[src/rtl/axil_led_ctrl.sv]
// AXI4-Lite LED controller: direct/atomic LED writes, per-LED blink, ID register.
// One outstanding read and one outstanding write; undecoded or unaligned accesses return SLVERR.
module axil_led_ctrl #(
  parameter int unsigned                NUM_LEDS       = 4,
  parameter int unsigned                AXI_ADDR_WIDTH = 32,
  parameter logic [AXI_ADDR_WIDTH-1:0]  BASE_ADDR      = 32'h43C00000,
  parameter logic [31:0]                BLINK_DIV_RST  = 32'd50_000_000
) (
  input  logic                      sys_clk,
  input  logic                      sys_reset,
  input  logic [AXI_ADDR_WIDTH-1:0] s_axi_awaddr,
  input  logic                      s_axi_awvalid,
  output logic                      s_axi_awready,
  input  logic [31:0]               s_axi_wdata,
  input  logic [3:0]                s_axi_wstrb,
  input  logic                      s_axi_wvalid,
  output logic                      s_axi_wready,
  output logic [1:0]                s_axi_bresp,
  output logic                      s_axi_bvalid,
  input  logic                      s_axi_bready,
  input  logic [AXI_ADDR_WIDTH-1:0] s_axi_araddr,
  input  logic                      s_axi_arvalid,
  output logic                      s_axi_arready,
  output logic [31:0]               s_axi_rdata,
  output logic [1:0]                s_axi_rresp,
  output logic                      s_axi_rvalid,
  input  logic                      s_axi_rready,
  output logic [NUM_LEDS-1:0]       led_pins
);

  typedef enum logic [2:0] {
    SEL_OUT, SEL_SET, SEL_CLR, SEL_TGL, SEL_BEN, SEL_DIV, SEL_ID, SEL_NONE
  } sel_t;

  localparam logic [1:0]  RESP_OKAY   = 2'b00;
  localparam logic [1:0]  RESP_SLVERR = 2'b10;
  localparam logic [31:0] ID_VAL      = {16'h4C45, 8'h02, 8'(NUM_LEDS)};

  function automatic sel_t decode(input logic [AXI_ADDR_WIDTH-1:0] addr);
    logic [AXI_ADDR_WIDTH-1:0] off;
    sel_t sel;
    off = addr - BASE_ADDR;
    sel = SEL_NONE;
    if (addr >= BASE_ADDR && off < AXI_ADDR_WIDTH'(32) && addr[1:0] == 2'b00) begin
      case (off[4:2])
        3'd0:    sel = SEL_OUT;
        3'd1:    sel = SEL_SET;
        3'd2:    sel = SEL_CLR;
        3'd3:    sel = SEL_TGL;
        3'd4:    sel = SEL_BEN;
        3'd5:    sel = SEL_DIV;
        3'd6:    sel = SEL_ID;
        default: sel = SEL_NONE;
      endcase
    end
    return sel;
  endfunction

  logic                      aw_held, w_held;
  logic [AXI_ADDR_WIDTH-1:0] aw_addr_q;
  logic [31:0]               w_data_q;
  logic [3:0]                w_strb_q;

  logic [NUM_LEDS-1:0] led_out, led_out_nxt;
  logic [NUM_LEDS-1:0] blink_en, blink_en_nxt;
  logic [31:0]         blink_div, blink_div_nxt;
  logic [31:0]         blink_cnt;
  logic                blink_phase;

  logic                      aw_hs, w_hs, ar_hs, do_write, div_wr;
  logic [AXI_ADDR_WIDTH-1:0] wr_addr;
  logic [31:0]               wr_data, byte_mask, wr_bits, rd_val;
  logic [3:0]                wr_strb;
  logic [1:0]                wr_resp, rd_resp;
  logic [NUM_LEDS-1:0]       mask_n, bits_n;
  sel_t                      wr_sel, rd_sel;

  assign s_axi_awready = !aw_held && !s_axi_bvalid;
  assign s_axi_wready  = !w_held && !s_axi_bvalid;
  assign s_axi_arready = !s_axi_rvalid;

  assign aw_hs = s_axi_awvalid && s_axi_awready;
  assign w_hs  = s_axi_wvalid && s_axi_wready;
  assign ar_hs = s_axi_arvalid && s_axi_arready;

  // A held beat and a live handshake on the other channel complete in the same cycle.
  always_comb begin
    wr_addr   = aw_held ? aw_addr_q : s_axi_awaddr;
    wr_data   = w_held ? w_data_q : s_axi_wdata;
    wr_strb   = w_held ? w_strb_q : s_axi_wstrb;
    do_write  = (aw_held || aw_hs) && (w_held || w_hs) && !s_axi_bvalid;
    wr_sel    = decode(wr_addr);
    byte_mask = {{8{wr_strb[3]}}, {8{wr_strb[2]}}, {8{wr_strb[1]}}, {8{wr_strb[0]}}};
    wr_bits   = wr_data & byte_mask;
    mask_n    = byte_mask[NUM_LEDS-1:0];
    bits_n    = wr_bits[NUM_LEDS-1:0];
    wr_resp   = (wr_sel == SEL_NONE || wr_sel == SEL_ID) ? RESP_SLVERR : RESP_OKAY;
  end

  always_comb begin
    led_out_nxt   = led_out;
    blink_en_nxt  = blink_en;
    blink_div_nxt = blink_div;
    div_wr        = 1'b0;
    if (do_write) begin
      case (wr_sel)
        SEL_OUT: led_out_nxt  = (led_out & ~mask_n) | bits_n;
        SEL_SET: led_out_nxt  = led_out | bits_n;
        SEL_CLR: led_out_nxt  = led_out & ~bits_n;
        SEL_TGL: led_out_nxt  = led_out ^ bits_n;
        SEL_BEN: blink_en_nxt = (blink_en & ~mask_n) | bits_n;
        SEL_DIV: begin
          blink_div_nxt = (blink_div & ~byte_mask) | wr_bits;
          div_wr        = 1'b1;
        end
        default: ;
      endcase
    end
  end

  always_comb begin
    rd_sel = decode(s_axi_araddr);
    case (rd_sel)
      SEL_OUT: rd_val = 32'(led_out);
      SEL_BEN: rd_val = 32'(blink_en);
      SEL_DIV: rd_val = blink_div;
      SEL_ID:  rd_val = ID_VAL;
      default: rd_val = '0;
    endcase
    rd_resp = (rd_sel == SEL_NONE) ? RESP_SLVERR : RESP_OKAY;
  end

  always_ff @(posedge sys_clk) begin
    if (sys_reset) begin
      aw_held      <= 1'b0;
      w_held       <= 1'b0;
      aw_addr_q    <= '0;
      w_data_q     <= '0;
      w_strb_q     <= '0;
      s_axi_bvalid <= 1'b0;
      s_axi_bresp  <= RESP_OKAY;
      s_axi_rvalid <= 1'b0;
      s_axi_rresp  <= RESP_OKAY;
      s_axi_rdata  <= '0;
      led_out      <= '0;
      blink_en     <= '0;
      blink_div    <= BLINK_DIV_RST;
      blink_cnt    <= '0;
      blink_phase  <= 1'b1;
      led_pins     <= '0;
    end else begin
      if (do_write) begin
        s_axi_bvalid <= 1'b1;
        s_axi_bresp  <= wr_resp;
        aw_held      <= 1'b0;
        w_held       <= 1'b0;
      end else begin
        if (s_axi_bvalid && s_axi_bready) s_axi_bvalid <= 1'b0;
        if (aw_hs) begin
          aw_held   <= 1'b1;
          aw_addr_q <= s_axi_awaddr;
        end
        if (w_hs) begin
          w_held   <= 1'b1;
          w_data_q <= s_axi_wdata;
          w_strb_q <= s_axi_wstrb;
        end
      end

      if (ar_hs) begin
        s_axi_rvalid <= 1'b1;
        s_axi_rdata  <= rd_val;
        s_axi_rresp  <= rd_resp;
      end else if (s_axi_rvalid && s_axi_rready) begin
        s_axi_rvalid <= 1'b0;
      end

      led_out   <= led_out_nxt;
      blink_en  <= blink_en_nxt;
      blink_div <= blink_div_nxt;

      if (div_wr || blink_div == '0) begin
        blink_cnt   <= '0;
        blink_phase <= 1'b1;
      end else if (blink_cnt >= blink_div) begin
        blink_cnt   <= '0;
        blink_phase <= ~blink_phase;
      end else begin
        blink_cnt <= blink_cnt + 32'd1;
      end

      led_pins <= led_out & (~blink_en | {NUM_LEDS{blink_phase}});
    end
  end

endmodule
[config.mk]
export PLATFORM = sky130hd
export DESIGN_NAME = axil_led_ctrl
export DESIGN_NICKNAME = d
export VERILOG_FILES = /design/src/rtl/axil_led_ctrl.sv
export SDC_FILE = /design/constraint.sdc
export NUM_CORES = 1
export LEC_CHECK = 0
export ABC_AREA = 1
export CORE_MARGIN = 2
export CORE_UTILIZATION = 40
export CTS_CLUSTER_SIZE = 16
export DETAILED_ROUTE_END_ITERATION = 10
export PLACE_DENSITY = 0.72
export SYNTH_ARGS = -nofsm -noshare
export SYNTH_HDL_FRONTEND = slang
export SYNTH_SLANG_ARGS = --single-unit
[constraint.sdc]
create_clock -name sys_clk -period 2.1 [get_ports sys_clk]
set_input_delay 0.42 -clock sys_clk [delete_from_list [all_inputs] [get_ports sys_clk]]
set_output_delay 0.42 -clock sys_clk [all_outputs]
set_load 0.03 [all_outputs]
==> results of run 1 <==
==> worst min path at each step <==
stage                 start           end  slack (ns)  depth (start not counted)
3_5_place_dp   aw_addr_q[8]  aw_addr_q[8]        0.44                          2
6_report       aw_addr_q[8]  aw_addr_q[8]        0.45                          2
2_1_floorplan      register   led_pins[0]        0.43                          1
3_3_place_gp   w_data_q[29]  w_data_q[29]        0.44                          2
5_1_grt        blink_cnt[0]  blink_cnt[0]        0.46                          1
4_1_cts        aw_addr_q[8]  aw_addr_q[8]        0.45                          2
==> report_power, final <==
part	switching, mW	internal, mW
sequential	0.143	3.77
clock	1.45	2.04
combinational	1.13	0.856
==> cells in the mapped netlist (all sizes together) <==
cell | number | area (sq um)
nand3b | 1 | 7.51
buf | 14 | 116
nand3 | 57 | 303
and2 | 2 | 12.5
nor2 | 237 | 1000
ha | 37 | 463
or2 | 11 | 68.8
o211ai | 13 | 97.6
conb | 1 | 3.75
nor4 | 13 | 81.3
clkbuf | 41 | 154
o21bai | 1 | 7.51
and3 | 1 | 6.26
nand2 | 244 | 950
nor3 | 23 | 149
a21oi | 92 | 475
a31oi | 1 | 6.26
inv | 147 | 552
xor2 | 13 | 114
xnor2 | 10 | 87.6
nand4 | 17 | 106
mux2i | 1 | 10.0
o21ai | 132 | 661
o311ai | 4 | 35.0
dfxtp | 183 | 3660
o21a | 3 | 22.5
==> per-layer routing <==
metal / global-route usage / vias up
met5: 0 / -
met4: 0.0861 / 0
met3: 0.0387 / 57
met2: 0.366 / 285
met1: 0.266 / 4260
li1: - / 4701
==> logic make-up after synthesis <==
kind of cell / share of synthesized area
mux: 0.00109
compound gates: 0.143
other cells: 0.000409
fa+ha+maj: 0.0506
buf+inv: 0.0898
xor+xnor: 0.0220
simple gates: 0.294
flops: 0.400
==> critical path: stages (launching register included) <==
cell and delay, ns:
dfxtp_4 0.37, buf_12 0.15, nor2_4 0.09, a21oi_1 0.08, buf_4 0.15, nor3_4 0.35
nand2_2 0.13, inv_4 0.12, nand2_8 0.11, nand3_4 0.19, clkbuf_16 0.21, nor2_1 0.04
==> final cells by class <==
| type | count | area, sq um |
|---|---|---|
| clock inverter | 14 | 196 |
| antenna | 1 | 2.50 |
| tap | 285 | 357 |
| multi-input combinational | 915 | 4980 |
| clock buffer | 18 | 439 |
| timing repair buffer | 284 | 2690 |
| inverter | 147 | 572 |
| fill | 1993 | 9650 |
| sequential | 183 | 3680 |
==> timing repair <==
item | CTS | global route
setup buffers | 0 | 12
endpoints found under the setup margin | 3 | 95
resized for setup | 3 | 110
pin swaps | 0 | 20
gates cloned | 0 | 3
==> flow_metrics.env, run 1 <==
export IMPL_worst_ep_arrival_time_ns=2.45
export IMPL_nets=1692
export IMPL_slew_headroom=0.465
export IMPL_fp_dieH_um=155
export IMPL_reg2reg_from="aw_held"
export IMPL_timing_fmax_mhz=471
export IMPL_grt_setup_unrepaired="yes"
export IMPL_clk_pin_slew_ns=0.07
export IMPL_portBuffers=149
export IMPL_status="finished, violations left"
export IMPL_vias=9303
export IMPL_final_common_cell="nand2_1"
export IMPL_wl_met1_mm=11.8
export IMPL_hold_ws_ns=0.451
export IMPL_drive_above_1_share=0.188
export IMPL_cp_start_kind="register"
export IMPL_first_global_vias=8780
export IMPL_endpoint_kind="register"
export IMPL_worst_slew_pin_slew_ns=0.800
export IMPL_dp_hpwl_mm=19.3
export IMPL_failed_checks="setup timing"
export IMPL_grtUsageTotal=0.214
export IMPL_path_class="reg2reg"
export IMPL_drtIter0Drc=518
export IMPL_ctsHoldBuffers=0
export IMPL_cts_made_buffers=17
export IMPL_dp_cells=1799
export IMPL_powerDensity_mw_per_mm2=726
export IMPL_cellLeakagePower_nw=5.54
export IMPL_period_share=1.01
export IMPL_endpoint="blink_cnt[15]"
export IMPL_place_area_sq_mm=0.0118
export IMPL_cts_sink_count=183
export IMPL_gp_congestion=0.870
export IMPL_setup_ws_ns=-0.0251
export IMPL_synth_area_sq_mm=0.00916
export IMPL_design_area_sq_mm=0.0129
export IMPL_setup_viol=12
export IMPL_cp_required_ns=2.42
export IMPL_critical_path_peak_fanout=8
export IMPL_setup_worst_path_start="aw_held"
export IMPL_synthToLayoutAreaGrowth_pct=41.1
export IMPL_reg2reg_depth=11
export IMPL_syn_avg_cell_area_sq_um=7.05
export IMPL_start_util=0.406
export IMPL_via_per_inst=5.04
export IMPL_synth_cell_types=42
export IMPL_ys_warn_count=0
export IMPL_clockBufferDepth=2
export IMPL_dieArea_sq_mm=0.0241
export IMPL_final_cell_mix="nand2_1, nor2_1, dfxtp_1, clkdlybuf4s50_1, inv_1"
export IMPL_core_area_sq_mm=0.0226
export IMPL_grt_pass1_wl_mm=41.9
export IMPL_antenna_found_initial=1
export IMPL_worstHoldPathType="reg2reg"
export IMPL_drc=0
export IMPL_grt_max_degree=59
export IMPL_postLayoutCoreUtil=0.573
export IMPL_root_buffer="clkbuf_16"
export IMPL_synth_seq_area_share=0.400
export IMPL_fin_crit_ns=2.13
export IMPL_clock_skew_ns=0.0113
export IMPL_clk_latency_ns=0.44
export IMPL_top_layer_used="met4"
export IMPL_rows=55
export IMPL_cts_htree_levels=4
export IMPL_cts_tree="built"
export IMPL_rr_endpoint="blink_cnt[15]"
export IMPL_layoutNonFillerInstCount=1847
export IMPL_route_met2_wl_mm=12.7
export IMPL_postRouteAntennaNets=0
export IMPL_die_x_um=155
export IMPL_syn_inst=1299
export IMPL_dr_pass1_iters=5
export IMPL_r2r_slack_ns=-0.03
export IMPL_ioPinCount=152
export IMPL_dp_slack_ns=-0.365
export IMPL_synth_seq_cells=183
export IMPL_wl_per_cell_um=14.5
export IMPL_drv_cap=0
export IMPL_gr_total_overflow=0
export IMPL_ir_worst_vdd_v=0.000519
export IMPL_setup_tns_final_ns=-0.139
export IMPL_hold_viol=0
export IMPL_maxSlewViolCount=0
export IMPL_p_total_mw=9.38
export IMPL_wl_met3_mm=1.38
export IMPL_routed_wl_mm=26.7
Note: power is estimated with default switching activity, not from simulation.
==> run 2, diff against run 1 <==
- CORE_UTILIZATION: 40 -> 49
- PLACE_DENSITY: 0.72 -> 0.84
- TNS_END_PERCENT: unset -> 30
==> flow_metrics.env, run 2 (same netlist as run 1, synthesis figures left out) <==
export IMPL_endpoint_kind="register"
export IMPL_path_buf_inv=4
export IMPL_path_cells="buf_12 -> buf_6 -> nand2_1 -> nand4_1 -> nor2_4 -> nand2_2 -> nor2_4 -> nand2_2 -> nand2_2 -> inv_4 -> nand2_8 -> nand3_4 -> clkbuf_16 -> a21oi_2"
export IMPL_crit_top_cell="nand2_2"
export IMPL_cts_tree="built"
export IMPL_path_class="reg2reg"
export IMPL_maxSlewViolCount=0
export IMPL_power_switching_mw=2.79
export IMPL_core_area_sq_mm=0.0181
export IMPL_postRouteAntennaNets=0
export IMPL_grt_pass1_wl_mm=42.8
export IMPL_dp_slack_ns=-0.357
export IMPL_grt_max_degree=64
export IMPL_vias=9484
export IMPL_worstHoldPathType="reg2reg"
export IMPL_clk_latency_ns=0.44
export IMPL_diodes=0
export IMPL_ir_worst_vdd_v=0.000652
export IMPL_nets=1674
export IMPL_synthToLayoutAreaGrowth_pct=38.9
export IMPL_seq_power_share=0.405
export IMPL_dieArea_sq_mm=0.0198
export IMPL_portBuffers=149
export IMPL_cp_start_kind="register"
export IMPL_final_cell_mix="nand2_1, nor2_1, dfxtp_1, clkdlybuf4s50_1, inv_1"
export IMPL_dp_hpwl_mm=19.1
export IMPL_root_buffer="clkbuf_16"
export IMPL_setup_viol=50
export IMPL_internal_power_mw=6.92
export IMPL_crit_path_max_incr_delay_ns=0.39
export IMPL_die_x_um=141
export IMPL_via_per_inst=5.35
export IMPL_cp_slowest_cell="dfxtp_4"
export IMPL_wl_per_cell_um=15.4
export IMPL_postLayoutCoreUtil=0.701
export IMPL_drive_above_1_share=0.176
export IMPL_grtUsageTotal=0.265
export IMPL_clkPwrFrac=0.388
export IMPL_grt_setup_unrepaired="yes"
export IMPL_slew_headroom=0.667
export IMPL_drc=0
export IMPL_cts_made_buffers=17
export IMPL_period_share=1.05
export IMPL_first_global_vias=9141
export IMPL_hold_ws_ns=0.445
export IMPL_ioPinCount=152
export IMPL_timing_fmax_mhz=454
export IMPL_gp_congestion=0.886
export IMPL_dr_pass1_iters=5
export IMPL_powerDensity_mw_per_mm2=763
export IMPL_start_util=0.505
export IMPL_layoutNonFillerInstCount=1772
export IMPL_status="finished, violations left"
export IMPL_clockBufferDepth=2
export IMPL_cellLeakagePower_nw=5.48
export IMPL_fin_crit_ns=2.20
export IMPL_rows=49
export IMPL_r2r_slack_ns=-0.10
export IMPL_pwr_share_comb=0.207
export IMPL_drv_cap=0
export IMPL_fillCellCount=1348
export IMPL_final_common_cell="nand2_1"
export IMPL_cp_top_family="simple AND/OR/NAND/NOR gates"
export IMPL_clk_pin_slew_ns=0.07
export IMPL_critical_path_peak_fanout=7
export IMPL_routed_wl_mm=27.4
export IMPL_antenna_found_initial=0
export IMPL_drtIter0Drc=723
export IMPL_fp_dieH_um=141
export IMPL_setup_ws_ns=-0.100
export IMPL_worst_slew_pin_slew_ns=0.495
export IMPL_swShare=0.287
export IMPL_gr_total_overflow=0
export IMPL_cts_htree_levels=4
export IMPL_hold_viol=0
export IMPL_clock_skew_ns=0.0122
export IMPL_cp_required_ns=2.48
export IMPL_failed_checks="setup timing"
export IMPL_ctsHoldBuffers=0
export IMPL_worst_ep_arrival_time_ns=2.58
export IMPL_cts_sink_count=183
export IMPL_dp_cells=1728
==> run 2: changes by cell type in the layout (fill, tap and decap cells not counted), sizes merged <==
cell / previous run / this run
buf: 132 / 115
clkinv: 5 / 2
bufinv: 4 / 6
diode: 1 / 0
==> run 2: metal layers <==
| metal | wire length (um) | share of wire | global-route usage |
|---|---|---|---|
| met1 | 11300 | 0.41 | 0.317 |
| met2 | 13400 | 0.49 | 0.469 |
| met3 | 1700 | 0.062 | 0.0510 |
| met4 | 943 | 0.034 | 0.107 |
| met5 | 0 | 0 | 0 |
==> run 2: area by class of cell <==
cell class | count | area [sq um] | area share
Tap cell | 229 | 287 | 0.0225
Multi-Input combinational cell | 915 | 4940 | 0.388
Clock buffer | 19 | 453 | 0.0356
Sequential cell | 183 | 3670 | 0.289
Timing Repair Buffer | 266 | 2550 | 0.201
Clock inverter | 13 | 241 | 0.0190
Inverter | 147 | 574 | 0.0452
==> run 2: per-stage QoR <==
stage	power [mW]	TNS [ns]	cell area [sq um]
after floorplan	5.01	0	9160
after CTS	9.53	-0.0114	12300
final	9.70	-2.35	12700
after detailed placement	5.81	-30.65	11600
after global routing	10.1	-8.92	12700
after global placement	5.74	-21.09	11600
==> run 2: final timing paths <==
path                                    from             to  depth (start not counted)
worst min register to register  blink_cnt[0]   blink_cnt[0]                          1
worst min-delay path            blink_cnt[0]   blink_cnt[0]                          1
worst max register to register       aw_held  blink_cnt[24]                         14
worst max-delay path                 aw_held  blink_cnt[24]                         14
==> run 2: power by group through the flow <==
stage | clock [mW] | sequential, mW | combinational (mW)
5_1_grt | 3.93 | 3.96 | 2.20
3_3_place_gp | 0 | 3.97 | 1.77
2_1_floorplan | 0 | 3.98 | 1.03
3_5_place_dp | 0 | 3.98 | 1.83
4_1_cts | 3.77 | 3.91 | 1.85
6_report | 3.77 | 3.93 | 2.01
==> run 2: repair_timing <==
action	CTS	global route
cloned	0	2
setup endpoints to repair	60	94
resized for setup	12	91
hold endpoints to repair	0	0
pin swaps	3	25
setup buffers	1	9
